## config.mk

```make
export PLATFORM = sky130hd
export DESIGN_NAME = snpu_deck_ctrl
export DESIGN_NICKNAME = d
export VERILOG_FILES = /design/src/rtl/snpu_pkg.sv /design/src/rtl/snpu_lfsr16.sv /design/src/rtl/snpu_deck_ctrl.sv
export SDC_FILE = /design/constraint.sdc
export NUM_CORES = 1
export LEC_CHECK = 0
export CAP_MARGIN = 5
export CORE_MARGIN = 2
export CORE_UTILIZATION = 60
export DETAILED_ROUTE_END_ITERATION = 6
export PLACE_DENSITY_LB_ADDON = 0.3
export REMOVE_ABC_BUFFERS = 1
export SETUP_SLACK_MARGIN = 0.5
export SYNTH_ARGS = -nofsm -noshare
export SYNTH_HDL_FRONTEND = slang
export SYNTH_SLANG_ARGS = --single-unit
export TNS_END_PERCENT = 30
```

## constraint.sdc

```tcl
create_clock -name clk -period 9.8 [get_ports clk]
set_clock_uncertainty 0.1 [all_clocks]
set_input_delay 2.94 -clock clk [delete_from_list [all_inputs] [get_ports clk]]
set_output_delay 2.94 -clock clk [all_outputs]
set_load 0.03 [all_outputs]
```

## src/rtl/snpu_pkg.sv

```systemverilog
// Shared opcodes, deck constants and controller state encoding for the SNPU policy deck.
package snpu_pkg;

  localparam int          DECK_SIZE = 17;
  localparam logic [16:0] DECK_INIT = 17'h1FFC0;
  localparam logic [15:0] LFSR_TAPS = 16'hB400;

  localparam logic [2:0] OP_NOP        = 3'd0;
  localparam logic [2:0] OP_DECK_RESET = 3'd1;
  localparam logic [2:0] OP_SHUFFLE    = 3'd2;
  localparam logic [2:0] OP_DRAW       = 3'd3;
  localparam logic [2:0] OP_PEEK       = 3'd4;
  localparam logic [2:0] OP_DISCARD    = 3'd5;
  localparam logic [2:0] OP_PLAY       = 3'd6;
  localparam logic [2:0] OP_BOARD      = 3'd7;

  typedef enum logic [2:0] {
    ST_IDLE  = 3'd0,
    ST_MERGE = 3'd1,
    ST_FY    = 3'd2,
    ST_DRAW  = 3'd3,
    ST_RESP  = 3'd4
  } state_t;

endpackage

```

## src/rtl/snpu_lfsr16.sv

```systemverilog
// Free-running 16-bit Galois LFSR; a load overrides the advance for one cycle.
module snpu_lfsr16
  import snpu_pkg::*;
#(
  parameter logic [15:0] RESET_VAL = 16'hACE1
) (
  input  logic        clk,
  input  logic        rst_n,
  input  logic        load,
  input  logic [15:0] load_val,
  output logic [15:0] out
);

  always_ff @(posedge clk or negedge rst_n) begin
    if (!rst_n) begin
      out <= RESET_VAL;
    end else if (load) begin
      out <= load_val;
    end else if (out[0]) begin
      out <= (out >> 1) ^ LFSR_TAPS;
    end else begin
      out <= out >> 1;
    end
  end

endmodule

```

## src/rtl/snpu_deck_ctrl.sv

```systemverilog
// Policy deck sequencer: one command at a time, answered by a one-cycle response pulse.
// Handshake: a command is taken on the edge where cmd_valid && cmd_ready; cmd_ready stays low until the rsp_valid cycle has passed, and rsp_valid has no backpressure.
module snpu_deck_ctrl
  import snpu_pkg::*;
#(
  parameter logic [15:0] SEED_DEFAULT = 16'hACE1
) (
  input  logic        clk,
  input  logic        rst_n,
  input  logic        cmd_valid,
  output logic        cmd_ready,
  input  logic [2:0]  cmd_op,
  input  logic [1:0]  cmd_arg,
  input  logic [15:0] seed,
  output logic        rsp_valid,
  output logic        rsp_err,
  output logic [7:0]  rsp_data,
  output logic [4:0]  n_stack,
  output logic [4:0]  n_discard,
  output logic [1:0]  n_hand,
  output logic [2:0]  board_lib,
  output logic [3:0]  board_fas,
  output state_t      dbg_state
);

  state_t      state, state_nxt;
  logic [16:0] deck;
  logic [2:0]  hand;
  logic [4:0]  ns, nd, fy_i;
  logic [1:0]  nh;
  logic [2:0]  blib;
  logic [3:0]  bfas;
  logic        draw_pend, err_q;
  logic [7:0]  data_q;

  logic [15:0] lfsr, lfsr_load_val;
  logic [4:0]  r;
  logic        lfsr_load, lfsr_unused;
  logic        accept, cmd_err, fy_hit, merge_done;

  snpu_lfsr16 #(.RESET_VAL(SEED_DEFAULT)) u_lfsr (
    .clk      (clk),
    .rst_n    (rst_n),
    .load     (lfsr_load),
    .load_val (lfsr_load_val),
    .out      (lfsr)
  );

  assign r           = lfsr[4:0];
  assign lfsr_unused = ^lfsr[15:5];

  always_comb begin
    accept  = cmd_valid && (state == ST_IDLE);
    cmd_err = 1'b0;
    case (cmd_op)
      OP_SHUFFLE:          cmd_err = (nh != 2'd0);
      OP_DRAW:             cmd_err = (nh != 2'd0) || ((ns + nd) < 5'd3);
      OP_PEEK, OP_DISCARD: cmd_err = (cmd_arg >= nh);
      OP_PLAY:             cmd_err = (nh != 2'd1);
      default:             cmd_err = 1'b0;
    endcase
    lfsr_load     = accept && (cmd_op == OP_DECK_RESET);
    lfsr_load_val = (seed != 16'd0) ? seed : SEED_DEFAULT;
    fy_hit        = (r <= fy_i);
    merge_done    = (nd == 5'd0);
  end

  always_ff @(posedge clk or negedge rst_n) begin
    if (!rst_n) state <= ST_IDLE;
    else        state <= state_nxt;
  end

  always_comb begin
    state_nxt = state;
    case (state)
      ST_IDLE: begin
        if (accept) begin
          if (cmd_err)
            state_nxt = ST_RESP;
          else if ((cmd_op == OP_SHUFFLE) || ((cmd_op == OP_DRAW) && (ns < 5'd3)))
            state_nxt = ST_MERGE;
          else
            state_nxt = ST_RESP;
        end
      end
      ST_MERGE: begin
        if (merge_done) begin
          if (ns > 5'd1) state_nxt = ST_FY;
          else           state_nxt = draw_pend ? ST_DRAW : ST_RESP;
        end
      end
      // The swap at i==1 is the last one, so leave on that edge.
      ST_FY: begin
        if (fy_hit && (fy_i == 5'd1)) state_nxt = draw_pend ? ST_DRAW : ST_RESP;
      end
      ST_DRAW: state_nxt = ST_RESP;
      ST_RESP: state_nxt = ST_IDLE;
      default: state_nxt = ST_IDLE;
    endcase
  end

  always_ff @(posedge clk or negedge rst_n) begin
    if (!rst_n) begin
      deck      <= DECK_INIT;
      hand      <= '0;
      ns        <= 5'(DECK_SIZE);
      nd        <= '0;
      nh        <= '0;
      blib      <= '0;
      bfas      <= '0;
      fy_i      <= '0;
      draw_pend <= 1'b0;
      err_q     <= 1'b0;
      data_q    <= '0;
    end else begin
      case (state)
        ST_IDLE: begin
          if (accept) begin
            err_q     <= cmd_err;
            data_q    <= '0;
            draw_pend <= 1'b0;
            if (!cmd_err) begin
              case (cmd_op)
                OP_NOP: ;
                OP_DECK_RESET: begin
                  deck <= DECK_INIT;
                  hand <= '0;
                  ns   <= 5'(DECK_SIZE);
                  nd   <= '0;
                  nh   <= '0;
                  blib <= '0;
                  bfas <= '0;
                end
                OP_SHUFFLE: ;
                OP_DRAW: begin
                  if (ns < 5'd3) begin
                    draw_pend <= 1'b1;
                  end else begin
                    hand <= {deck[ns - 5'd3], deck[ns - 5'd2], deck[ns - 5'd1]};
                    ns   <= ns - 5'd3;
                    nh   <= 2'd3;
                  end
                end
                OP_PEEK: data_q <= {7'd0, hand[cmd_arg]};
                OP_DISCARD: begin
                  deck[5'd16 - nd] <= hand[cmd_arg];
                  nd <= nd + 5'd1;
                  nh <= nh - 2'd1;
                  case (cmd_arg)
                    2'd0:    hand <= {1'b0, hand[2:1]};
                    2'd1:    hand <= {1'b0, hand[2], hand[0]};
                    default: hand <= {1'b0, hand[1:0]};
                  endcase
                end
                OP_PLAY: begin
                  if (hand[0]) bfas <= bfas + 4'd1;
                  else         blib <= blib + 3'd1;
                  nh     <= '0;
                  data_q <= {7'd0, hand[0]};
                end
                OP_BOARD: data_q <= {bfas, 1'b0, blib};
                default: ;
              endcase
            end
          end
        end
        // Discard sits packed at the top of the array, so its lowest card is deck[17-nd].
        ST_MERGE: begin
          if (!merge_done) begin
            deck[ns] <= deck[5'd17 - nd];
            ns       <= ns + 5'd1;
            nd       <= nd - 5'd1;
          end else begin
            fy_i <= ns - 5'd1;
          end
        end
        ST_FY: begin
          if (fy_hit) begin
            deck[fy_i] <= deck[r];
            deck[r]    <= deck[fy_i];
            fy_i       <= fy_i - 5'd1;
          end
        end
        ST_DRAW: begin
          hand <= {deck[ns - 5'd3], deck[ns - 5'd2], deck[ns - 5'd1]};
          ns   <= ns - 5'd3;
          nh   <= 2'd3;
        end
        default: ;
      endcase
    end
  end

  assign cmd_ready = (state == ST_IDLE);
  assign rsp_valid = (state == ST_RESP);
  assign rsp_err   = rsp_valid & err_q;
  assign rsp_data  = rsp_valid ? data_q : 8'd0;
  assign n_stack   = ns;
  assign n_discard = nd;
  assign n_hand    = nh;
  assign board_lib = blib;
  assign board_fas = bfas;
  assign dbg_state = state;

endmodule

```

Word level (Yosys, flattened, before mapping)
Cells that the tools add are included.

Register bits: 73. Logic and storage cells: 193. Input bits: 24. Output and inout port bits: 33.

Order comparisons: 18. Equal/unequal tests: 30. Reduce and logical (&&, ||, !) cells: 35. Bitwise operators: 3. Add/sub/neg operators: 13. Mux-type cells: 79.

Operator list (number): bitwise mux 17 bit (4); 2-to-1 mux 17 bit (4); case mux 17 bit (3 select lines) (1); less-than comparator 5 x 6 -> 1 bit, second input constant (8); 2-to-1 mux 16 bit (3); 2-to-1 mux 5 bit (9); case mux 5 bit (2 select lines) (4); case mux 17 bit (2 select lines) (1); 2-to-1 mux 3 bit (11); binary-select mux 1 bit (select 5 bit) (6); AND reduction 5 bit (5); case mux 8 bit (3 select lines) (1); demux 1 bit (select 5 bit) (4); >= comparator 5 x 1 -> 1 bit, second input constant (4); AND reduction 6 bit (3); 2-to-1 mux 8 bit (2); nonzero test 16 bit (1); equality test 3 bit, second input constant (5); case mux 5 bit (3 select lines) (1); subtractor 5 x 1 -> 5 bit, second input constant (3); 2-to-1 mux 1 bit (14); != test 2 bit, second input constant (7); equality test 3 x 2 -> 1 bit, second input constant (4); case mux 3 bit (2 select lines) (2); 44 further kinds (71).

Depth between registers and ports, before layout
Word-level depth: 10. Depth in mapped cells: 14. Depth with buffers taken out: 10.

Cells and area by module
A second synthesis with hierarchy kept.

Cell total of the unflattened synthesis: 874. Area, all modules: 7404.6 um^2.

By module, submodules not included: snpu_deck_ctrl (area an instance 6754.0 um^2, instances 1, cells each 834); snpu_lfsr16 (area an instance 650.6 um^2, instances 1, cells each 40).

Least setup slack after synthesis
Ideal clock, no wire load.

Path type: register to output. From: register state[2], in the netlist dbg_state[2]. To: output rsp_data[0]. Arrival time: 2241 ps. Stages on the path, launching flop included: 4. Path slack: 4519 ps. Path buffers: 1. Cell sequence: dfrtp_1 -> clkbuf_1 -> nor3b_1 -> and2_1.

Cells in the longest elaborated chain, start to end: 2.

Ends and longest elaborated chain: start, declared (line snpu_deck_ctrl.sv:26) `state_t state, state_nxt;`; start signal, assigned (line snpu_deck_ctrl.sv:70) `else state <= state_nxt;`; equality test 3 bit (line snpu_deck_ctrl.sv:195) `assign rsp_valid = (state == ST_RESP);`; named net rsp_valid (line snpu_deck_ctrl.sv:15) `output logic rsp_valid,`; 2-to-1 mux 8 bit (line snpu_deck_ctrl.sv:197) `assign rsp_data = rsp_valid ? data_q : 8'd0;`; end, declared (line snpu_deck_ctrl.sv:17) `output logic [7:0] rsp_data,`.

The timed path passes the listed nets, and every way through them passes these cells.

Worst setup path after layout
From: input cmd_arg[0]. To: register deck[5].

Cells in the longest elaborated chain, start to end: 7. Elaborated cells on any way between the ends: 11. Classes of those cells: order compare: 1; eq/ne: 1; mux: 8; reduce/logical: 1.

Ends and longest elaborated chain: start, declared (line snpu_deck_ctrl.sv:13) `input logic [1:0] cmd_arg,`; binary-select mux 1 bit (select 2 bit) (line snpu_deck_ctrl.sv:146) `deck[5'd16 - nd] <= hand[cmd_arg];`; 2-to-1 mux 1 bit (implied by the code) (line snpu_deck_ctrl.sv:146); bitwise mux 17 bit (line snpu_deck_ctrl.sv:146); case mux 17 bit (2 select lines) (line snpu_deck_ctrl.sv:123) `case (cmd_op)`; 2-to-1 mux 17 bit (line snpu_deck_ctrl.sv:122) `if (!cmd_err) begin`; 2-to-1 mux 17 bit (line snpu_deck_ctrl.sv:118) `if (accept) begin`; case mux 17 bit (3 select lines) (line snpu_deck_ctrl.sv:116) `case (state)`; end signal, assigned by index (line snpu_deck_ctrl.sv:146); end signal, assigned by index (line snpu_deck_ctrl.sv:170) `deck[ns] <= deck[5'd17 - nd];`; end signal, assigned by index (line snpu_deck_ctrl.sv:179) `deck[fy_i] <= deck[r];`; end, declared (line snpu_deck_ctrl.sv:27) `logic [16:0] deck;`.

Several ways; a longest one is shown, not always the timed one. The select of a mux whose other input is x is not followed. A chain may end at the register's enable or synchronous reset.

==> impl_summary.txt <==
----------------------------------------------------
[Status]
  Status ... finished clean

[Setup path]
  Data arrival time of the critical path ... 6.38 ns
  Top fanout value on the critical path ... 20
  Data required time of the critical path ... between 9 and 10 ns
  Setup Crit Path Kind ... in2reg
  CP endpoint kind ... flop
  Element type at the critical path start ... input port

[STA]
  Least-Margin Pin Slew ... around 1.2 ns
  Final count of pins violating max slew ... 0
  Max Clk Rate ... 160.3 MHz
  Unrepaired setup endpoints after global routing ... false
  Minimum clock period after layout ... about 6.2 ns
  Count of endpoints failing setup in the final report ... 0
  Total count of hold-check failures in the final report ... 0
  Final total negative setup slack ... 0 ns
  Period utilization ... 63.66%
  Headroom to the max-slew limit ... 17.66%

[Die]
  Core outline area ... about 11,000 um2
  Die height ... about 110 um
  Full die area ... 12,340 um2
  Io pins ... 57
  Effective utilization at floorplan ... about three fifths
  Std-Cell Rows ... 39
  Die X-Extent ... around 110 um

[Logic synthesis]
  Most used DFF post-synth ... sky130_fd_sc_hd__dfrtp_1
  Dominant cell type by area after synthesis ... sky130_fd_sc_hd__dfrtp_1
  Post-synthesis area per instance ... just over 8 um2
  Area share of and/or/nand/nor cells after synthesis ... 20.49%
  Top-area cell type share of the netlist area ... a little under a fifth
  Dominant cells by area after synthesis ... sky130_fd_sc_hd__dfrtp_1, sky130_fd_sc_hd__dfstp_2, sky130_fd_sc_hd__ha_1
  Synth Area in Compound Gates ... between 20% and 30%
  Syn Inst Count ... slightly above 800
  Sequential share of the synthesized area ... about a quarter
  Yosys warns ... 0
  Count of unique library cells instantiated by Yosys ... 78
  Share of synthesized flip-flops with an asynchronous set or reset ... 100.0%
  Synthesis-stage register bit count ... 72
  Post-synthesis mux area share ... 11.63%
  Combinational family with the most area after synthesis ... compound AO/OA/AOI/OAI gates
  Area share of fa/ha/maj cells after synthesis ... 7.199%
  Post-synth EDFFs ... 0
  Synthesized area ... around 6900 um2
  Xor-xnor portion of the synthesized cell area ... around 2.7%

[Global routing]
  GRT Total Usage ... between 30% and 40%
  Number of global-route vias before repair ... ~6,500
  Total global routing overflow ... 0
  Initial antenna violation count ... 0
  Maximum number of pins on one net before global-route repair ... 73
  Wire length of the first global-routing pass ... 34,400 um

[Final layout]
  Post-route cell area ... ~7600 um2
  Footprint of the multi-input gates ... around 4600 um2
  Synthesis-to-layout area growth ... 10.71%
  Layout fillers ... around 920
  Register cell area after layout ... 1828 um2
  Number of nets in the finished design ... 890
  Fin util ... around two thirds
  Ant diodes ... 0
  Layout cells sized above 1 ... between 10% and 20%

[Clocking]
  CTS tree ... built
  Number of instances resized during post-cts repair ... 0
  Buffers inserted during post-CTS setup optimization ... 0
  Clock tree sinks ... a little over 70
  Number of CTS-inserted buffers ... 9
  Clock transition at the registers of the reported paths ... approximately 0.06 ns
  Max Root-Sink Buffers ... 2
  Root Driver ... sky130_fd_sc_hd__clkbuf_16
  CTS hold repair buffers ... 0
  CTS H-tree depth ... 3
  Worst skew pair latency ... between 0.3 and 0.4 ns

[Hold path]
  Type of the most critical hold path ... reg2reg

[Drt]
  Remaining DRCs ... 0
  ANT nets after route ... 0
  Final Routed Wirelength ... roughly 21,000 um
  DRC marker count from the first detailed-route iteration ... roughly 870
  Post-DR wirelength/cell ... approximately 22 um
  Via total after detailed routing ... around 6,900
  Pre-antenna DRT Iters ... 6
  Drt via density ... ~7.1

[Pwr]
  Power density over the cells ... ~320 nW/um2
  Maximum VDD drop ... about 220 uV
  Leakage power total ... approximately 3.1 nW

[Place]
  Routability Congestion ... ~0.96
  DP Wirelength ... approximately 15,000 um
  PortBufs ... 55
  Cell area after placement ... roughly 7300 um2

[Run]
  Count of max-cap constraint violations ... 0

----------------------------------------------------
-- path summary, 6_finish.rpt --
| kind | from | to | slack (ns) | cells after the start |
|---|---|---|---|---|
| setup / recovery | cmd_arg[0] | deck[5]$_DFFE_PN0P_ | 3.56 | 10 |
| min in group asynchronous | rst_n | data_q[1]$_DFFE_PN0P_ | 2.71 | 2 |
| max in group asynchronous | rst_n | deck[2]$_DFFE_PN0P_ | 6.27 | 2 |
| setup reg to reg | n_discard[0]$_DFFE_PN0P_ | deck[5]$_DFFE_PN0P_ | 5.47 | 9 |
| hold reg to reg | u_lfsr.out[5]$_DFF_PN1_ | u_lfsr.out[4]$_DFF_PN0_ | 0.39 | 2 |
| hold / removal | u_lfsr.out[5]$_DFF_PN1_ | u_lfsr.out[4]$_DFF_PN0_ | 0.39 | 2 |
-- worst max-delay path, stage by stage --
cell	delay (ns)
sky130_fd_sc_hd__clkdlybuf4s50_1	0.53
sky130_fd_sc_hd__inv_1	0.06
sky130_fd_sc_hd__ha_1	0.28
sky130_fd_sc_hd__nand2b_1	0.15
sky130_fd_sc_hd__a211o_1	0.30
sky130_fd_sc_hd__a31oi_2	0.23
sky130_fd_sc_hd__a21boi_1	0.17
sky130_fd_sc_hd__nor3_2	0.95
sky130_fd_sc_hd__o311ai_0	0.34
sky130_fd_sc_hd__o32a_1	0.43
-- kinds of logic (layout without fill, tap and decap cells) --
family,Yosys count,after routing
xor+xnor,21,21
buf+inv,95,98
simple gates,285,285
mux,56,56
other cells,1,1
compound gates,260,260
flops,72,72
fa+ha+maj,39,39
-- cells in the mapped netlist (all sizes together), types with 7 or more instances --
cell,number
nand2,84
a21oi,83
nor2,57
dfrtp,51
clkbuf,46
o21ai,41
ha,38
buf,27
mux2i,26
nor3,26
a31oi,24
and2,24
nand3,22
dfstp,21
inv,21
mux4,18
nand4,16
and3,15
a311oi,14
mux2,12
nor2b,12
xnor2,11
xor2,10
a211oi,8
a22o,8
a22oi,8
nand2b,7
nor4,7
-- metrics by stage --
stage                     hold WS [ns]  cells  power, mW  worst slack [ns]
after detailed placement        0.3816    959      2.039             3.278
after CTS                       0.3902    975      2.395             3.629
after global placement          0.3682    959      1.996             3.395
after floorplan                 0.3213    756      1.593             3.925
after global routing            0.4045    975      2.583             3.341
final                           0.3882    975      2.436             3.562
-- metal layers --
layer  vias to the layer above  part of all wire, %  wire length (um)  track usage (%)
met3                        91                   11              2449            9.459
met2                       430                   44              9494            51.78
li1                       3092                    -                 -                -
met1                      3282                   40              8564            47.70
met5                         -                    0                 0                0
met4                         0                  4.1               875            15.80
-- sequential cells by signal, indices dropped and copies added (netlist names) --
| signal | count |
|---|---|
| n_hand | 2 |
| hand | 3 |
| data_q | 7 |
| fy_i | 5 |
| board_fas | 4 |
| u_lfsr.out | 16 |
| n_discard | 5 |
| n_stack | 5 |
| board_lib | 3 |
| deck | 17 |
| draw_pend | 1 |
| err_q | 1 |
| dbg_state | 3 |
-- placed cells by master, fill, tap and decap left out, types with 8 or more instances in the layout --
| cell type | Yosys | final |
|---|---|---|
| sky130_fd_sc_hd__and2_1 | 23 | 23 |
| sky130_fd_sc_hd__mux4_2 | 18 | 18 |
| sky130_fd_sc_hd__and3_1 | 14 | 14 |
| sky130_fd_sc_hd__a21oi_1 | 83 | 83 |
| sky130_fd_sc_hd__clkdlybuf4s50_1 | 0 | 54 |
| sky130_fd_sc_hd__nand2_1 | 84 | 84 |
| sky130_fd_sc_hd__o21ai_0 | 41 | 41 |
| sky130_fd_sc_hd__nor3_1 | 24 | 22 |
| sky130_fd_sc_hd__nor2b_1 | 12 | 12 |
| sky130_fd_sc_hd__a311oi_1 | 14 | 14 |
| sky130_fd_sc_hd__ha_1 | 38 | 38 |
| sky130_fd_sc_hd__mux2i_1 | 26 | 26 |
| sky130_fd_sc_hd__dfstp_2 | 21 | 21 |
| sky130_fd_sc_hd__xor2_1 | 10 | 10 |
| sky130_fd_sc_hd__a22o_1 | 8 | 8 |
| sky130_fd_sc_hd__nor2_1 | 57 | 57 |
| sky130_fd_sc_hd__clkbuf_16 | 0 | 9 |
| sky130_fd_sc_hd__a211oi_1 | 8 | 8 |
| sky130_fd_sc_hd__nand4_1 | 16 | 16 |
| sky130_fd_sc_hd__nand3_1 | 21 | 21 |
| sky130_fd_sc_hd__xnor2_1 | 11 | 11 |
| sky130_fd_sc_hd__inv_1 | 21 | 21 |
| sky130_fd_sc_hd__a31oi_1 | 22 | 22 |
| sky130_fd_sc_hd__mux2_2 | 12 | 12 |
| sky130_fd_sc_hd__dfrtp_1 | 51 | 51 |
-- power by group --
part	internal, mW	switching, mW
clock	0.200	0.146
sequential	0.437	0.310
combinational	0.558	0.784
total	1.20	1.24
-- layout make-up --
| type | count | share of cell area (%) |
|---|---|---|
| inverter | 22 | 1.084 |
| tap | 143 | 2.348 |
| multi-input combinational | 662 | 60.92 |
| clock buffer | 9 | 2.956 |
| timing repair buffer | 60 | 7.652 |
| sequential | 72 | 23.99 |
| clock inverter | 7 | 1.051 |
(Power assumes the default switching activity.)
